## config.mk

```make
export PLATFORM = sky130hd
export DESIGN_NAME = gemm_output_drain
export DESIGN_NICKNAME = d
export VERILOG_FILES = /design/src/rtl/gemm_output_drain.sv
export SDC_FILE = /design/constraint.sdc
export NUM_CORES = 1
export LEC_CHECK = 0
export CORE_AREA = 2 2 267 269
export DETAILED_ROUTE_END_ITERATION = 16
export DIE_AREA = 0 0 269 271
export PLACE_DENSITY = 0.72
export SYNTH_ARGS = -nofsm -noshare
export SYNTH_HDL_FRONTEND = slang
export SYNTH_SLANG_ARGS = --single-unit
export TNS_END_PERCENT = 30
```

## constraint.sdc

```tcl
create_clock -name clk_i -period 22.4 [get_ports clk_i]
set_input_delay 6.72 -clock clk_i [delete_from_list [all_inputs] [get_ports clk_i]]
set_output_delay 6.72 -clock clk_i [all_outputs]
set_load 0.05 [all_outputs]
```

## src/rtl/gemm_output_drain.sv

```systemverilog
// Drain stage: snapshots a row of PE accumulators on capture and streams them out as
// NumLanes-wide beats with valid/ready. Optional DRAIN_SATURATE_EN clamps elements to SatWidth at capture.
module gemm_output_drain #(
  parameter int OutDataWidth = 32,
  parameter int NumPe        = 16,
  parameter int NumLanes     = 4,
  parameter int AddrWidth    = 16,
  parameter int SatWidth     = 16
) (
  input  logic                             clk_i,
  input  logic                             rst_i,
  input  logic [NumPe*OutDataWidth-1:0]    c_i,
  input  logic                             capture_i,
  output logic                             capture_ready_o,
  input  logic [AddrWidth-1:0]             base_addr_i,
  output logic [NumLanes*OutDataWidth-1:0] out_data_o,
  output logic [AddrWidth-1:0]             out_addr_o,
  output logic                             out_valid_o,
  input  logic                             out_ready_i,
  output logic                             out_last_o,
  output logic                             busy_o,
  output logic                             done_o
);

  localparam int Beats = NumPe / NumLanes;
  localparam int BeatW = (Beats > 1) ? $clog2(Beats) : 1;
  localparam int BufW  = NumPe * OutDataWidth;
  localparam logic [BeatW-1:0] LastBeat = BeatW'(Beats - 1);

  if ((NumPe % NumLanes) != 0) begin : g_bad_lanes
    $error("NumPe must be a multiple of NumLanes");
  end
  if ((SatWidth < 2) || (SatWidth > OutDataWidth)) begin : g_bad_sat
    $error("SatWidth must be in 2..OutDataWidth");
  end

  typedef enum logic {
    IDLE  = 1'b0,
    DRAIN = 1'b1
  } state_e;

  state_e               state_q, state_d;
  logic [BeatW-1:0]     beat_cnt_q, beat_cnt_d;
  logic [BufW-1:0]      buf_q, buf_d;
  logic [AddrWidth-1:0] base_q, base_d;
  logic                 done_q, done_d;
  logic [BufW-1:0]      capt_data;

`ifdef DRAIN_SATURATE_EN
  localparam logic [OutDataWidth-1:0] SatMax =
    {{(OutDataWidth-SatWidth+1){1'b0}}, {(SatWidth-1){1'b1}}};
  localparam logic [OutDataWidth-1:0] SatMin = ~SatMax;

  logic [OutDataWidth-1:0] elem;

  // Clamp is folded into the capture path so drain latency is unchanged.
  always_comb begin
    capt_data = '0;
    elem      = '0;
    for (int k = 0; k < NumPe; k++) begin
      elem = c_i[k*OutDataWidth +: OutDataWidth];
      if ($signed(elem) > $signed(SatMax)) begin
        capt_data[k*OutDataWidth +: OutDataWidth] = SatMax;
      end else if ($signed(elem) < $signed(SatMin)) begin
        capt_data[k*OutDataWidth +: OutDataWidth] = SatMin;
      end else begin
        capt_data[k*OutDataWidth +: OutDataWidth] = elem;
      end
    end
  end
`else
  assign capt_data = c_i;
`endif

  always_ff @(posedge clk_i or posedge rst_i) begin
    if (rst_i) begin
      state_q    <= IDLE;
      beat_cnt_q <= '0;
      buf_q      <= '0;
      base_q     <= '0;
      done_q     <= 1'b0;
    end else begin
      state_q    <= state_d;
      beat_cnt_q <= beat_cnt_d;
      buf_q      <= buf_d;
      base_q     <= base_d;
      done_q     <= done_d;
    end
  end

  always_comb begin
    state_d    = state_q;
    beat_cnt_d = beat_cnt_q;
    buf_d      = buf_q;
    base_d     = base_q;
    done_d     = 1'b0;
    case (state_q)
      IDLE: begin
        if (capture_i) begin
          buf_d      = capt_data;
          base_d     = base_addr_i;
          beat_cnt_d = '0;
          state_d    = DRAIN;
        end
      end
      DRAIN: begin
        if (out_ready_i) begin
          if (beat_cnt_q == LastBeat) begin
            state_d = IDLE;
            done_d  = 1'b1;
          end else begin
            beat_cnt_d = beat_cnt_q + 1'b1;
          end
        end
      end
      default: state_d = IDLE;
    endcase
  end

  // Data and address are forced to zero outside DRAIN so idle outputs match reset.
  always_comb begin
    out_data_o = '0;
    out_addr_o = '0;
    if (state_q == DRAIN) begin
      out_addr_o = base_q + AddrWidth'(beat_cnt_q);
      for (int j = 0; j < NumLanes; j++) begin
        out_data_o[j*OutDataWidth +: OutDataWidth] =
          buf_q[(int'(beat_cnt_q)*NumLanes + j)*OutDataWidth +: OutDataWidth];
      end
    end
  end

  assign capture_ready_o = (state_q == IDLE);
  assign out_valid_o     = (state_q == DRAIN);
  assign busy_o          = (state_q == DRAIN);
  assign out_last_o      = (state_q == DRAIN) && (beat_cnt_q == LastBeat);
  assign done_o          = done_q;

endmodule

```

==> flow_summary.yaml <==
clock_network:
  clockBufferDepth: 3
  cts_max_level: 2
  worstSkewPairLatency_ns: 0.60
  root_buffer: "clkbuf_16"
  cts_sinks: 532
  hold_buffers: 0
  post_cts_buffers: 0
  cts.reportedPaths.clkPinSlew_ns: 0.06
  cts_tree: "yes"
  cts_buffers: 58
  ctsResizeCount: 0
detailed_routing:
  wl_per_cell_um: 21.66
  dr.first_iter.drc_count: 781
  ant_nets: 0
  drcViolationCount: 0
  first_pass_iters: 5
  num_vias: 15337
  routed_wl_um: 68220
  routed_via_density: 4.870
global_route:
  track_usage_pct: 18.43
  antenna_found_initial: 20
  grt_pass1_vias: 17020
  grt_pass1_wl_um: 102500
  overflow: 0
  grt_max_degree: 196
timing:
  hold_ws_ns: 0.4999
  timing.slew.headroom_pct: 21.83
  setup_viol: 0
  slew_viol_final: 0
  hold_violations: 0
  rsz0062_at_grt: "no"
  tightestPinTransition_ns: 1.173
  finalCritPeriodShare_pct: 48.54
  tns_ns: 0
  fmax_ghz: 0.09197
  fin_skew_ns: 0.01697
  fin_crit_ns: 10.87
yosys:
  muxShareOfSynthArea_pct: 36.76
  synth_compound_area_share_pct: 0.1874
  yosys.area_share.adder_pct: 0.2394
  synth-xor-area-share_pct: 0.4372
  synthTopCellsByArea: "dfrtp_1 (55%), mux2_2 (25%), mux4_2 (12%), and2_1 (3.4%), buf_2 (1.2%)"
  synth_top_cell_by_area: "dfrtp_1"
  synthesis.area_mm2: 0.02404
  yosysTopAreaCellShare_pct: 55.38
  synth_area_per_cell_um2: 16.06
  synthCells: 1497
  ys_seq_area_share_pct: 55.38
  ys_types: 32
  syn_nets: 2033
  synth_simple_gate_area_share_pct: 4.294
  yosysWarnings: 0
  ys_ff_latch: 532
  ys.flop_type: "dfrtp_1"
  synth-edff-count: 0
  synth_common_cells: "dfrtp_1 (532), mux2_2 (527), and2_1 (131)"
  synth.most_common_cell: "dfrtp_1"
  synth_top_family_by_area: "multiplexers"
  async_flop_share_pct: 100.0
power:
  p_switching_mw: 2.344
  leakage_nw: 13.42
  seq_power_share_pct: 29.7
  pwr-share-clk_pct: 17.2
  ir_worst_vdd_uv: 173.1
  p_comb_share_pct: 53.1
  internal_power_mw: 3.500
  p_sw_share_pct: 40.10
  power.density_mw_per_mm2: 173.7
layout:
  fin_nets: 2683
  fillCellCount: 6001
  final_layout_size_suffix_gt1_share_pct: 35.52
  synthToLayoutAreaGrowth_pct: 39.92
outcome:
  status: "finished, final reports clean"
die:
  dieArea_mm2: 0.07290
  dieHeight_um: 271
  io_pins: 681
  die_x_um: 269
  core_mm2: 0.06979
  start_util_pct: 34.45
  rows: 97
worst_setup_path:
  worst_setup_path_end_kind: "output pin"
  reg2reg_from: "busy_o$_DFF_PP0_"
  path_cells: "buf_4, buf_4, mux4_2, and2_1, clkdlybuf4s50_1"
  start_kind: "flop"
  crit_type: "flop to output pin"
  slowest_delay_ns: 0.70
  cp.arrival_ns: 4.15
  cp_max_fo: 33
  cpMostUsedCell: "buf_4"
  critical_path_required_ns: 15.68
  slowest_stage: "dfrtp_4"
  startpoint: "beat_cnt_q[0]$_DFFE_PP0P_"
hold_path:
  hold_path.class: "flop to flop"
  worst_hold_startpoint: "buf_q[279]$_DFFE_PP0P_"
placement:
  portBuffers: 680
  hpwl_um: 48580
  finalWeightedCongestion: 0.8621
job:
  drv_cap: 0
==> layout by cell type, fill, tap and decap left out, types with 3 or more instances in the layout <==
cell / netlist / layout
mux2_2: 527 / 527
clkdlybuf4s50_1: 0 / 680
clkbuf_1: 14 / 8
o21ai_0: 3 / 3
nand3_1: 5 / 5
nand4_1: 5 / 5
ha_1: 3 / 3
inv_6: 0 / 3
clkinv_2: 0 / 12
bufinv_16: 0 / 6
xor2_1: 10 / 10
nand2_1: 7 / 7
nor2_1: 13 / 13
mux4_2: 128 / 128
dfrtp_1: 532 / 529
buf_4: 24 / 16
dfrtp_4: 0 / 3
clkbuf_8: 0 / 16
and4_1: 3 / 3
clkbuf_16: 0 / 59
clkinvlp_4: 0 / 4
and2_1: 131 / 131
diode_2: 0 / 13
==> metrics by stage <==
step                      setup slack (ns)  instances  utilization (%)  power (mW)  cell area, um^2
final                                11.53       3149            48.20       5.844            33630
after global routing                 11.23       3148            48.19       6.137            33630
after detailed placement             11.84       3027            45.24       4.880            31570
after global placement               11.92       3027            45.24       4.803            31570
after floorplan                     0.8131       1497                -       3.917            24040
after CTS                            11.32       3136            48.15       5.920            33600
==> layer usage <==
metal	routed length [um]	part of all wire, %	global-route usage [%]	up-vias
met2	35460	52	32.48	510
met3	5383	7.9	5.789	145
met5	87	0.13	0	-
li1	-	-	-	6799
met4	2227	3.3	7.266	14
met1	25070	37	20.54	7869
==> worst paths after layout <==
check                                    endpoint  slack [ns]  depth (start not counted)
min in group asynchronous  buf_q[371]$_DFFE_PP0P_        6.65                          2
max                                out_data_o[51]       11.53                          5
max reg2reg                buf_q[144]$_DFFE_PP0P_       18.12                          6
min                        buf_q[279]$_DFFE_PP0P_        0.50                          1
max in group asynchronous   buf_q[67]$_DFFE_PP0P_       12.66                          5
min reg2reg                buf_q[279]$_DFFE_PP0P_        0.50                          1
==> final cells by class <==
type	count	area, um^2	area share [%]
Clock buffer	83	1727	5.134
Sequential cell	532	13320	39.61
Timing Repair Buffer	698	6967	20.71
Antenna cell	13	32.53	0.09672
Inverter	3	18.77	0.05580
Clock inverter	26	305.3	0.9077
Tap cell	940	1176	3.497
Multi-Input combinational cell	854	10080	29.98
==> critical path: cells and delay by family (launching register included) <==
family                 cells  cell delay (ns)
buffers and inverters      3             1.99
AND/OR/NAND/NOR            1             0.19
multiplexers               1             0.61
flip-flops                 1             0.70
==> logic make-up after synthesis <==
group,count (synthesis)
mux,657
fa+ha+maj,4
flops,532
xor+xnor,12
compound gates,8
simple gates,173
buf+inv,111
==> state kept, by name, indices dropped and copies added, names as in the netlist <==
name        flops
done_o          1
beat_cnt_q      2
busy_o          1
base_q         16
buf_q         512
==> power groups by stage <==
stage	clock, mW	sequential, mW	combinational [mW]
finish	1.01	1.73	3.10
global route	1.08	1.79	3.26
CTS	1.04	1.74	3.14
detailed placement	0	1.75	3.13
global placement	0	1.72	3.08
floorplan	0	1.63	2.28
Power figures use the tool's default switching activity.
